==> src/rtl/fetch_pkg.sv <==
// Shared types and helpers for the instruction-fetch front end.
// Holds the fetch FSM encoding, the PC step and the redirect-target legality check.
package fetch_pkg;

    typedef enum logic [1:0] {
        BOOT = 2'd0,
        RUN  = 2'd1,
        HALT = 2'd2
    } fetch_state_e;

    localparam logic [31:0] PC_STEP           = 32'd4;
    localparam logic [31:0] DEFAULT_HALT_WORD = 32'hFFFF_FFFF;

    // A target is fetchable when it is word-aligned and a full word fits in the image.
    function automatic logic target_legal(input logic [31:0] target,
                                          input logic [31:0] imem_bytes);
        return (target[1:0] == 2'b00) && (target <= imem_bytes - PC_STEP);
    endfunction

endpackage

==> src/rtl/if_id_reg.sv <==
// IF/ID pipeline latch: holds by default, loads a fetched word, or flushes the valid bit.
// Flush wins over load; flushing leaves the stale word and PC in place.
module if_id_reg (
    input  logic        clk,
    input  logic        rst_n,
    input  logic        load,
    input  logic        flush,
    input  logic [31:0] instr_in,
    input  logic [31:0] pc_in,
    output logic [31:0] instr,
    output logic [31:0] pc,
    output logic        valid
);

    logic [31:0] instr_d, instr_q;
    logic [31:0] pc_d,    pc_q;
    logic        valid_d, valid_q;

    always_comb begin
        instr_d = instr_q;
        pc_d    = pc_q;
        valid_d = valid_q;
        if (flush) begin
            valid_d = 1'b0;
        end else if (load) begin
            instr_d = instr_in;
            pc_d    = pc_in;
            valid_d = 1'b1;
        end
    end

    always_ff @(posedge clk or negedge rst_n) begin
        if (!rst_n) begin
            instr_q <= 32'h0;
            pc_q    <= 32'h0;
            valid_q <= 1'b0;
        end else begin
            instr_q <= instr_d;
            pc_q    <= pc_d;
            valid_q <= valid_d;
        end
    end

    assign instr = instr_q;
    assign pc    = pc_q;
    assign valid = valid_q;

endmodule

==> src/rtl/fetch_pc_unit.sv <==
// Fetch front end: PC register, next-PC mux, BOOT/RUN/HALT FSM and the IF/ID latch.
// Define FETCH_HALT_DETECT_EN to halt on fetching HALT_WORD; otherwise HALT comes only from AddrFault.
module fetch_pc_unit
    import fetch_pkg::*;
#(
    parameter logic [31:0] RESET_PC   = 32'h0000_0000,
    parameter int unsigned IMEM_BYTES = 36,
    parameter logic [31:0] HALT_WORD  = DEFAULT_HALT_WORD
) (
    input  logic        Clk,
    input  logic        Reset,
    input  logic        Stall,
    input  logic        Redirect,
    input  logic [31:0] RedirectTarget,
    input  logic [31:0] InstructionCode,
    output logic [31:0] PC,
    output logic [31:0] IfIdInstr,
    output logic [31:0] IfIdPC,
    output logic        IfIdValid,
    output logic        AddrFault,
    output logic        Halted,
    output logic [1:0]  dbg_state
);

    localparam logic [31:0] IMEM_BYTES_W = 32'(IMEM_BYTES);
    localparam logic [31:0] LAST_PC      = IMEM_BYTES_W - PC_STEP;

`ifdef FETCH_HALT_DETECT_EN
    localparam logic HALT_DETECT = 1'b1;
`else
    localparam logic HALT_DETECT = 1'b0;
`endif

    fetch_state_e state_d, state_q;
    logic [31:0]  pc_d, pc_q;
    logic         fault_d, fault_q;
    logic [31:0]  pc_seq;
    logic         halt_hit;
    logic         ifid_load;
    logic         ifid_flush;

    assign halt_hit = HALT_DETECT && (InstructionCode == HALT_WORD);

    always_comb begin
        pc_seq     = pc_q + PC_STEP;
        if (pc_seq > LAST_PC) begin
            pc_seq = RESET_PC;
        end
        state_d    = state_q;
        pc_d       = pc_q;
        fault_d    = fault_q;
        ifid_load  = 1'b0;
        ifid_flush = 1'b0;
        case (state_q)
            BOOT: begin
                state_d = RUN;
            end
            RUN: begin
                if (Redirect) begin
                    ifid_flush = 1'b1;
                    if (target_legal(RedirectTarget, IMEM_BYTES_W)) begin
                        pc_d = RedirectTarget;
                    end else begin
                        fault_d = 1'b1;
                        state_d = HALT;
                    end
                end else if (!Stall) begin
                    // The halt word itself is still delivered to decode before the freeze.
                    ifid_load = 1'b1;
                    if (halt_hit) begin
                        state_d = HALT;
                    end else begin
                        pc_d = pc_seq;
                    end
                end
            end
            HALT: begin
                ifid_flush = 1'b1;
            end
            default: begin
                state_d = BOOT;
            end
        endcase
    end

    always_ff @(posedge Clk or negedge Reset) begin
        if (!Reset) begin
            state_q <= BOOT;
            pc_q    <= RESET_PC;
            fault_q <= 1'b0;
        end else begin
            state_q <= state_d;
            pc_q    <= pc_d;
            fault_q <= fault_d;
        end
    end

    if_id_reg u_if_id_reg (
        .clk      (Clk),
        .rst_n    (Reset),
        .load     (ifid_load),
        .flush    (ifid_flush),
        .instr_in (InstructionCode),
        .pc_in    (pc_q),
        .instr    (IfIdInstr),
        .pc       (IfIdPC),
        .valid    (IfIdValid)
    );

    assign PC        = pc_q;
    assign AddrFault = fault_q;
    assign Halted    = (state_q == HALT);
    assign dbg_state = state_q;

endmodule

==> config.mk <==
export PLATFORM = sky130hd
export DESIGN_NAME = fetch_pc_unit
export DESIGN_NICKNAME = d
export VERILOG_FILES = /design/src/rtl/fetch_pkg.sv /design/src/rtl/if_id_reg.sv /design/src/rtl/fetch_pc_unit.sv
export SDC_FILE = /design/constraint.sdc
export NUM_CORES = 1
export LEC_CHECK = 0
export CORE_MARGIN = 2
export CORE_UTILIZATION = 43
export CTS_BUF_LIST = sky130_fd_sc_hd__clkbuf_16
export CTS_CLUSTER_SIZE = 30
export DETAILED_ROUTE_END_ITERATION = 6
export GPL_ROUTABILITY_DRIVEN = 0
export PLACE_DENSITY = 0.86
export SLEW_MARGIN = 40
export SYNTH_ARGS = -nofsm -noshare
export SYNTH_HDL_FRONTEND = slang
export SYNTH_SLANG_ARGS = --single-unit
==> constraint.sdc <==
create_clock -name Clk -period 4.8 [get_ports Clk]
set_input_delay 0.96 -clock Clk [delete_from_list [all_inputs] [get_ports Clk]]
set_output_delay 0.96 -clock Clk [all_outputs]
set_load 0.005 [all_outputs]
==> results.yml, run 1 <==
routing:
  drtPass1Iterations: 4
  vias_per_cell: 5.43
  drt-initial-drc-count: 215
  post_drt_wl_per_cell_um: 17.1
  num_vias: 3692
  wl_met3_um: 804
  highest_layer: "met4"
  wl_met2_um: 6140
  drt-met1-wl_um: 4490
  drc_errors: 0
  antenna_left: 0
  wl_um: 11600
layout:
  postLayoutCellArea_sq_um: 6640
  fin_nets: 612
  layout-drive-gt1-share: 0.175
  final_util: 0.643
  diodes: 0
  fill_cells: 827
  synthToLayoutAreaGrowth_pct: 45.9
  multi_input_area_sq_um: 1940
  seq_area_sq_um: 2500
sta:
  fin_crit_sh: 0.648
  holdWs_ns: 0.483
  hold_violations: 0
  tightestPinTransition_ns: 0.710
  finClkSkew_ns: 0.00509
  setup_viol: 0
  finalSetupTns_ns: 0
  clock.fmax_ghz: 0.321
  slew_violations: 0
  rsz0062_at_grt: "false"
  slew_headroom: 0.523
  fin_crit_ns: 3.11
yosys:
  synth_top_area_frac: 0.550
  syn-num-nets: 449
  yosysWarnings: 0
  synth.avg_cell_area_sq_um: 12.1
  yosys.cell_types.count: 58
  syn-cell-area_sq_um: 4550
  synth_seq_area_share: 0.550
  ys_ff_latch: 100
  synthFlopType: "dfrtp_1"
  synth-async-reset-ratio: 1.00
  synth.area.top_cells: "dfrtp_1 55%, mux2_2 15%, nor2b_1 3.4%"
  synth.largest_area_cell: "dfrtp_1"
  synth-edff-count: 0
  netlist_instances: 377
global_routing:
  grt_start_max_net_pins: 58
  grt_first_pass_wirelength_um: 18800
  grt_antenna_before_repair: 0
  grt_overflow: 0
  grt_pass1_vias: 3831
  grt_use_total: 0.210
cts:
  htreeDepth: 3
  cts_repair_resize_count: 0
  cts_made_buffers: 9
  cts_tree: "built"
  clk_path_buf_depth: 2
  cts.hold.buffers_added: 0
  clkSinkCount: 100
  clock_latency_ns: 0.34
  cts.clk_slew.worst_paths_ns: 0.06
  postCtsSetupRepairBufs: 0
  cts_root_buffer: "clkbuf_16"
power_and_ir_drop:
  p_leak_uw: 0.00286
  total_power_uw: 2860
  powerDensity_nw_per_um2: 431
  max-vdd-ir-drop_mv: 0.283
hold_path:
  whs_endpoint: "u_if_id_reg.pc[8]$_DFFE_PN0P_"
  holdPathStages: 2
  hp-class: "flip-flop to flip-flop"
  hold_start: "u_if_id_reg.pc[8]$_DFFE_PN0P_"
placement:
  dpl_cell_area_sq_um: 6350
  dpl.hpwl_um: 8690
  io_buffer_count: 168
die:
  start_util: 0.441
  floorplan.rows: 37
  die_y_um: 107
  num_io_pins: 169
  dieArea_sq_um: 11400
  die_width_um: 107
  coreArea_sq_um: 10300
outcome:
  status: "finished clean"
setup_path:
  arrival_ns: 3.37
  cp_max_fo: 10
  reg2reg_to: "PC[3]$_DFFE_PN0P_"
  critPathLaunchType: "flip-flop"
  rr_worst_depth: 7
  worstSetupEndpointType: "flip-flop"
  ff2ff_setup_slack_ns: 1.69
  crit_path_start: "PC[4]$_DFFE_PN0P_"
  crit_type: "flip-flop to flip-flop"
  worstPathRequired_ns: 5.06
  regToRegStartpoint: "PC[4]$_DFFE_PN0P_"
job:
  max_cap_violations: 0
[cells in the final DEF, fill, tap and decap left out, drive strengths merged, types with 6 or more instances in the layout]
| master | n |
|---|---|
| inv | 10 |
| nand2 | 27 |
| nand4 | 10 |
| o21ai | 14 |
| nand3 | 12 |
| nor4 | 12 |
| nor2b | 25 |
| clkdlybuf4s50 | 167 |
| a21oi | 6 |
| mux2 | 60 |
| nor2 | 14 |
| clkbuf | 9 |
| dfrtp | 100 |
[worst max-delay path: stages, from the launching register on]
cell and delay [ns]:
dfrtp_1 0.53, nand3_1 0.35, nor4_2 0.70, o21ai_0 0.26, a22oi_1 0.27, nand4_1 0.27, or3_4 0.48, o221ai_2 0.17
[registers in the layout, indices dropped and copies added, names as in the netlist]
| name | cells |
|---|---|
| PC | 32 |
| AddrFault | 1 |
| dbg_state | 2 |
| u_if_id_reg.valid | 1 |
| u_if_id_reg.instr | 32 |
| u_if_id_reg.pc | 32 |
[layer usage]
metal	global-route usage	vias to the layer above
met5	0	-
met4	0.0594	0
met3	0.0553	17
met2	0.372	155
met1	0.253	1803
li1	-	1717
[worst max path at each step]
stage | to | slack (ns) | cells past startpoint
floorplan | PC[3]$_DFFE_PN0P_ | 2.25 | 7
global placement | u_if_id_reg.instr[19]$_DFFE_PN0P_ | 1.58 | 5
detailed placement | u_if_id_reg.pc[22]$_DFFE_PN0P_ | 1.49 | 5
CTS | PC[5]$_DFFE_PN0P_ | 1.75 | 8
global route | PC[5]$_DFFE_PN0P_ | 1.52 | 8
finish | PC[3]$_DFFE_PN0P_ | 1.69 | 7
[area by class of cell]
cell class	instances	area share
Clock buffer	9	0.0339
Clock inverter	6	0.00961
Inverter	8	0.00452
Multi-Input combinational cell	249	0.292
Sequential cell	100	0.377
Tap cell	136	0.0256
Timing Repair Buffer	172	0.257
[through the flow]
stage          worst slack [ns]  std cells
2_1_floorplan              2.25        377
3_3_place_gp               1.58        665
3_5_place_dp               1.49        665
4_1_cts                    1.75        680
5_1_grt                    1.52        680
6_report                   1.69        680
[synthesized netlist by cell type (all sizes together), types with 2 or more instances]
master,number
a311o,3
nand2,27
nor4,12
or3,2
nand3,12
buf,11
nor3b,2
mux2,60
and3,3
a311oi,2
o21ai,14
xnor2,2
a41o,2
a41oi,2
a21oi,6
nor3,4
o41ai,4
or4,3
nor2b,25
clkbuf,9
and2,2
a2111oi,2
a211o,3
dfrtp,100
ha,4
a21boi,2
o2111ai,3
nand2b,2
mux2i,3
and4,5
nor2,14
nand4,10
o31ai,2
inv,8
[kinds of logic (layout without fill, tap and decap cells)]
family / Yosys count / after routing / synth area share
compound gates: 53 / 53 / 0.0910
xor+xnor: 2 / 2 / 0.00385
fa+ha+maj: 4 / 4 / 0.0110
buf+inv: 28 / 195 / 0.0256
flops: 100 / 100 / 0.550
mux: 63 / 63 / 0.155
simple gates: 127 / 127 / 0.164
[power breakdown]
group / switching (uW) / total (uW) / internal, uW / leakage (uW)
sequential: 149 / 1200 / 1050 / 0.00130
clock: 312 / 714 / 402 / 0.000140
combinational: 335 / 954 / 619 / 0.00142
(Power assumes the default switching activity.)
==> run 2, diff against run 1 <==
CORE_UTILIZATION = 40   (was 43)
PLACE_DENSITY = 0.84   (was 0.86)
clock period = 2.5 ns   (was 4.8 ns; I/O delays follow)
==> run 2 against run 1 <==
  * The run now ends with setup timing left
  * Sequential power rose by 88%
  * Setup slack worse by 1.8 ns
  * First-iteration DRC count decreased by 2.8%
  * Clock skew rose by 0.0038 ns
  * Combinational power grew 130%
  * Clock power up 76%
  * Via count is 6.4% higher
  * Critical endpoint is now PC[2]$_DFFE_PN0P_
==> results.yml, run 2 (same netlist as run 1, synthesis figures left out) <==
outcome:
  status: "finished with violations"
  violations: "setup timing"
layout:
  fill_cells: 857
  synthToLayoutAreaGrowth_pct: 59.0
  postLayoutCellArea_sq_um: 7240
  stdcell_count: 731
  multi_input_area_sq_um: 2140
  diodes: 0
  fin_nets: 658
  final_common_cell: "clkdlybuf4s50_1"
  layout-drive-gt1-share: 0.277
  mostFrequentLayoutCells: "167 x clkdlybuf4s50_1, 95 x dfrtp_1, 59 x mux2_2"
  seq_area_sq_um: 2510
die:
  num_io_pins: 169
  coreArea_sq_um: 11000
  die_y_um: 111
  dieArea_sq_um: 12200
  start_util: 0.414
  floorplan.rows: 38
  die_width_um: 111
placement:
  dp_cells: 711
  dpl.hpwl_um: 9270
  dp_slack_ns: -0.0611
  dpl_cell_area_sq_um: 6740
  io_buffer_count: 168
routing:
  post_drt_wl_per_cell_um: 17.5
  drt-initial-drc-count: 209
  vias_per_cell: 5.37
  num_vias: 3929
  antenna_left: 0
  wl_um: 12800
  drtPass1Iterations: 5
  drc_errors: 0
power_and_ir_drop:
  max-vdd-ir-drop_mv: 0.513
  combPwrFrac: 0.382
  p_seq_frac: 0.398
  powerDensity_nw_per_um2: 786
  power.switching_uw: 1620
  total_power_uw: 5690
  p_leak_uw: 0.00315
  swShare: 0.286
  pwr-share-clk: 0.221
  intPower_uw: 4060
global_routing:
  grt_start_max_net_pins: 48
  grt_antenna_before_repair: 0
  grt_pass1_vias: 4046
  grt_overflow: 0
  grt_use_total: 0.206
  grt_first_pass_wirelength_um: 20600
setup_path:
  critPathLaunchType: "flip-flop"
  cpMostUsedCell: "nand4_1"
  ff2ff_setup_slack_ns: -0.09
  slowest_stage: "nor4_4"
  cp_max_fo: 5
  worstSetupEndpointType: "flip-flop"
  crit_type: "flip-flop to flip-flop"
  arrival_ns: 2.87
  path_cells: "ha_4, nand3_2, nor4_4, nand4_1, a221oi_2, nand4_1, buf_6, o41ai_4, mux2_4"
  worstPathRequired_ns: 2.78
  slowest_delay_ns: 0.44
cts:
  clk_path_buf_depth: 2
  cts_tree: "built"
  cts.hold.buffers_added: 0
  cts_made_buffers: 9
  cts_root_buffer: "clkbuf_16"
  htreeDepth: 3
  cts.clk_slew.worst_paths_ns: 0.07
  clock_latency_ns: 0.34
  clkSinkCount: 100
sta:
  fin_crit_sh: 1.04
  slew_violations: 0
  finClkSkew_ns: 0.00888
  tightestPinTransition_ns: 0.622
  clock.fmax_ghz: 0.386
  setup_viol: 4
  setup_ws_ns: -0.0880
  slew_headroom: 0.585
  rsz0062_at_grt: "true"
  hold_violations: 0
  fin_crit_ns: 2.59
hold_path:
  hp-class: "primary input to asynchronous set/reset pin"
job:
  max_cap_violations: 0
## run 2: cell count changes in the layout (fill, tap and decap cells not counted), sizes merged
cell / previous run / this run
inv: 10 / 9
clkinv: 2 / 5
bufinv: 1 / 0
buf: 5 / 51
## run 2: power by group through the flow
stage / clock, uW / sequential [uW] / combinational (uW)
6_report: 1260 / 2260 / 2170
5_1_grt: 1380 / 2310 / 2330
4_1_cts: 1300 / 2250 / 2110
3_5_place_dp: 0 / 2280 / 2040
3_3_place_gp: 0 / 2250 / 1990
2_1_floorplan: 0 / 2290 / 756
## run 2: what timing repair did
action / in CTS / in global routing
pin swaps: 3 / 14
gates resized for setup: 8 / 30
endpoints found under the setup margin: 6 / 6
buffers inserted: 1 / 3
## run 2: path summary, 6_finish.rpt
| kind | startpoint | end | cells past startpoint |
|---|---|---|---|
| setup / recovery | PC[3]$_DFFE_PN0P_ | PC[2]$_DFFE_PN0P_ | 9 |
| hold / removal | Reset | u_if_id_reg.pc[8]$_DFFE_PN0P_ | 1 |
| setup reg to reg | PC[3]$_DFFE_PN0P_ | PC[2]$_DFFE_PN0P_ | 9 |
| hold reg to reg | AddrFault$_DFFE_PN0P_ | AddrFault$_DFFE_PN0P_ | 1 |
| max in group asynchronous | Reset | PC[2]$_DFFE_PN0P_ | 2 |
| min in group Clk | AddrFault$_DFFE_PN0P_ | AddrFault$_DFFE_PN0P_ | 1 |
## run 2: critical path, delay by kind of cell, from the launching register on
| kind | cells | cell delay, ns |
|---|---|---|
| AND/OR/NAND/NOR | 4 | 0.94 |
| AO/OA/AOI/OAI | 2 | 0.61 |
| flip-flops | 1 | 0.40 |
| multiplexers | 1 | 0.23 |
| buffers and inverters | 1 | 0.19 |
| adder cells (fa/ha/maj) | 1 | 0.15 |
## run 2: per-stage QoR
| stage | TNS [ns] | hold slack (ns) | util |
|---|---|---|---|
| finish | -0.174 | 0.165 | 0.659 |
| global route | -0.581 | 0.210 | 0.659 |
| CTS | -0.00124 | 0.197 | 0.643 |
| detailed placement | -0.156 | 0.470 | 0.613 |
| global placement | 0 | 0.467 | 0.613 |
| floorplan | 0 | 0.204 | - |
## run 2: area by class of cell
| cell class | instances | share of cell area |
|---|---|---|
| clock buffer | 9 | 0.0311 |
| inverter | 8 | 0.00415 |
| clock inverter | 7 | 0.00588 |
| timing repair buffer | 218 | 0.293 |
| tap | 140 | 0.0242 |
| sequential | 100 | 0.347 |
| multi-input combinational | 249 | 0.295 |
## run 2: metal layers
| metal | vias up | routed length [um] | global-route usage |
|---|---|---|---|
| li1 | 1811 | - | - |
| met1 | 1933 | 5110 | 0.254 |
| met2 | 169 | 6590 | 0.357 |
| met3 | 16 | 891 | 0.0547 |
| met4 | 0 | 218 | 0.0583 |
| met5 | - | 0 | 0 |
==> run 3, diff against run 2 <==
CORE_UTILIZATION = 43   (was 40)
PLACE_DENSITY = 0.86   (was 0.84)
clock period = 2.52 ns   (was 2.5 ns; I/O delays follow)
==> run 3 against run 2 <==
  * The run ends with DRC, setup timing left
  * Combinational power decreased by 4%
  * Maximum frequency increased by 0.92%
  * Sequential power about the same
  * First-iteration DRC count increased by 5.3%
  * Non-clock buffer count increased by 4
  * Routed wire length decreased by 0.64%
==> results.yml, run 3 (same netlist as run 1, synthesis figures left out) <==
placement:
  io_buffer_count: 168
  dpl.hpwl_um: 9330
  dpl_cell_area_sq_um: 6690
  dp_slack_ns: -0.103
global_routing:
  grt_util_met2: 0.390
  grt_start_max_net_pins: 51
  grt_first_pass_wirelength_um: 20300
  gr-usage-met3: 0.0486
  grt_pass1_vias: 4106
  grt_overflow: 0
  busiest_layer: "met2"
  grt_antenna_before_repair: 0
  grt_use_total: 0.228
  grt_use_met1: 0.282
routing:
  num_vias: 3972
  drc_errors: 1
  antenna_left: 0
  post_drt_wl_per_cell_um: 17.4
  drt-initial-drc-count: 220
  vias_per_cell: 5.43
  drtPass1Iterations: 7
  wl_um: 12700
setup_path:
  reg2reg_to: "PC[3]$_DFFE_PN0P_"
  regToRegStartpoint: "PC[8]$_DFFE_PN0P_"
  critPathLaunchType: "flip-flop"
  arrival_ns: 2.84
  path_cells: "nand4_1, buf_4, nor4_4, o21ai_0, a22oi_1, nand4_1, buf_4, or3_4, o221ai_2"
  worstSetupEndpointType: "flip-flop"
  ff2ff_setup_slack_ns: -0.04
  rr_worst_depth: 9
  crit_family: "simple AND/OR/NAND/NOR gates"
  crit_type: "flip-flop to flip-flop"
  slowest_delay_ns: 0.44
  path_buf_inv: 2
  slowest_stage: "dfrtp_1"
  cp_max_fo: 6
  worstPathRequired_ns: 2.79
sta:
  rsz0062_at_grt: "true"
  fin_crit_sh: 1.02
  hold_violations: 0
  slew_headroom: 0.576
  tightestPinTransition_ns: 0.635
  finalSetupTns_ns: -0.127
  clock.fmax_ghz: 0.390
  finClkSkew_ns: 0.00891
  setup_viol: 5
  setup_ws_ns: -0.0444
  slew_violations: 0
  fin_crit_ns: 2.56
outcome:
  violations: "DRC, setup timing"
  status: "finished with violations"
power_and_ir_drop:
  power.switching_uw: 1640
  p_seq_frac: 0.381
  max-vdd-ir-drop_mv: 0.521
  combPwrFrac: 0.357
  p_leak_uw: 0.00318
  swShare: 0.281
  powerDensity_nw_per_um2: 815
  pwr-share-clk: 0.262
  intPower_uw: 4200
  total_power_uw: 5840
job:
  max_cap_violations: 0
hold_path:
  hp-class: "primary input to asynchronous set/reset pin"
layout:
  final_common_cell: "clkdlybuf4s50_1"
  fill_cells: 750
  diodes: 0
  layout-drive-gt1-share: 0.261
  fin_nets: 662
  postLayoutCellArea_sq_um: 7170
  mostFrequentLayoutCells: "167 x clkdlybuf4s50_1, 100 x dfrtp_1, 59 x mux2_2"
  synthToLayoutAreaGrowth_pct: 57.4
die:
  start_util: 0.441
  die_width_um: 107
  floorplan.rows: 37
  die_y_um: 107
  coreArea_sq_um: 10300
  num_io_pins: 169
  dieArea_sq_um: 11400
cts:
  htreeDepth: 3
  cts_made_buffers: 9
  clkSinkCount: 100
  clk_path_buf_depth: 2
  clock_latency_ns: 0.35
  cts_tree: "built"
  cts.clk_slew.worst_paths_ns: 0.07
  cts_root_buffer: "clkbuf_16"
## run 3: worst max path at each step
stage,from,end,slack (ns),cells after the start
6_report,PC[8]$_DFFE_PN0P_,PC[3]$_DFFE_PN0P_,-0.04,9
2_1_floorplan,PC[2]$_DFFE_PN0P_,PC[3]$_DFFE_PN0P_,0.003,8
5_1_grt,PC[3]$_DFFE_PN0P_,PC[3]$_DFFE_PN0P_,-0.16,10
3_5_place_dp,Redirect,PC[4]$_DFFE_PN0P_,-0.10,7
4_1_cts,PC[2]$_DFFE_PN0P_,PC[4]$_DFFE_PN0P_,-0.005,9
3_3_place_gp,Redirect,PC[3]$_DFFE_PN0P_,-0.04,7
## run 3: power by group through the flow
stage	combinational [uW]	clock, uW	sequential, uW
after floorplan	745	0	2260
after global placement	1940	0	2220
after detailed placement	2010	0	2250
after CTS	2030	1560	2230
after global routing	2250	1630	2270
final	2080	1530	2230
## run 3: layout make-up
cell class / instances / area (sq um) / area share
tap: 136 / 170 / 0.0237
inverter: 8 / 30.0 / 0.00419
sequential: 100 / 2500 / 0.349
timing repair buffer: 222 / 2120 / 0.296
clock inverter: 7 / 106 / 0.0148
clock buffer: 9 / 225 / 0.0314
multi-input combinational: 249 / 2010 / 0.281
## run 3: per-stage QoR
| stage | utilization | hold slack, ns | std cells |
|---|---|---|---|
| 3_3_place_gp | 0.648 | 0.467 | 705 |
| 3_5_place_dp | 0.648 | 0.477 | 705 |
| 6_report | 0.694 | 0.162 | 731 |
| 2_1_floorplan | - | 0.208 | 377 |
| 5_1_grt | 0.694 | 0.223 | 731 |
| 4_1_cts | 0.680 | 0.194 | 722 |
## run 3: timing repair
item	4_1_cts	5_1_grt
buffers inserted	1	9
pin swaps	3	11
setup endpoints to repair	3	6
gates resized for setup	0	12
hold buffers	0	0
## run 3: per-layer routing
layer | part of all wire | vias up
met2 | 0.51 | 185
met5 | 0 | -
li1 | - | 1813
met4 | 0.028 | 0
met1 | 0.40 | 1937
met3 | 0.062 | 37
## run 3: worst reg2reg max path, delay by kind of cell, from the launching register on
family	cells	cell delay, ns
and+or+nand+nor	4	1.13
buffers and inverters	2	0.37
DFF	1	0.44
AOI/OAI and AO/OA	3	0.55
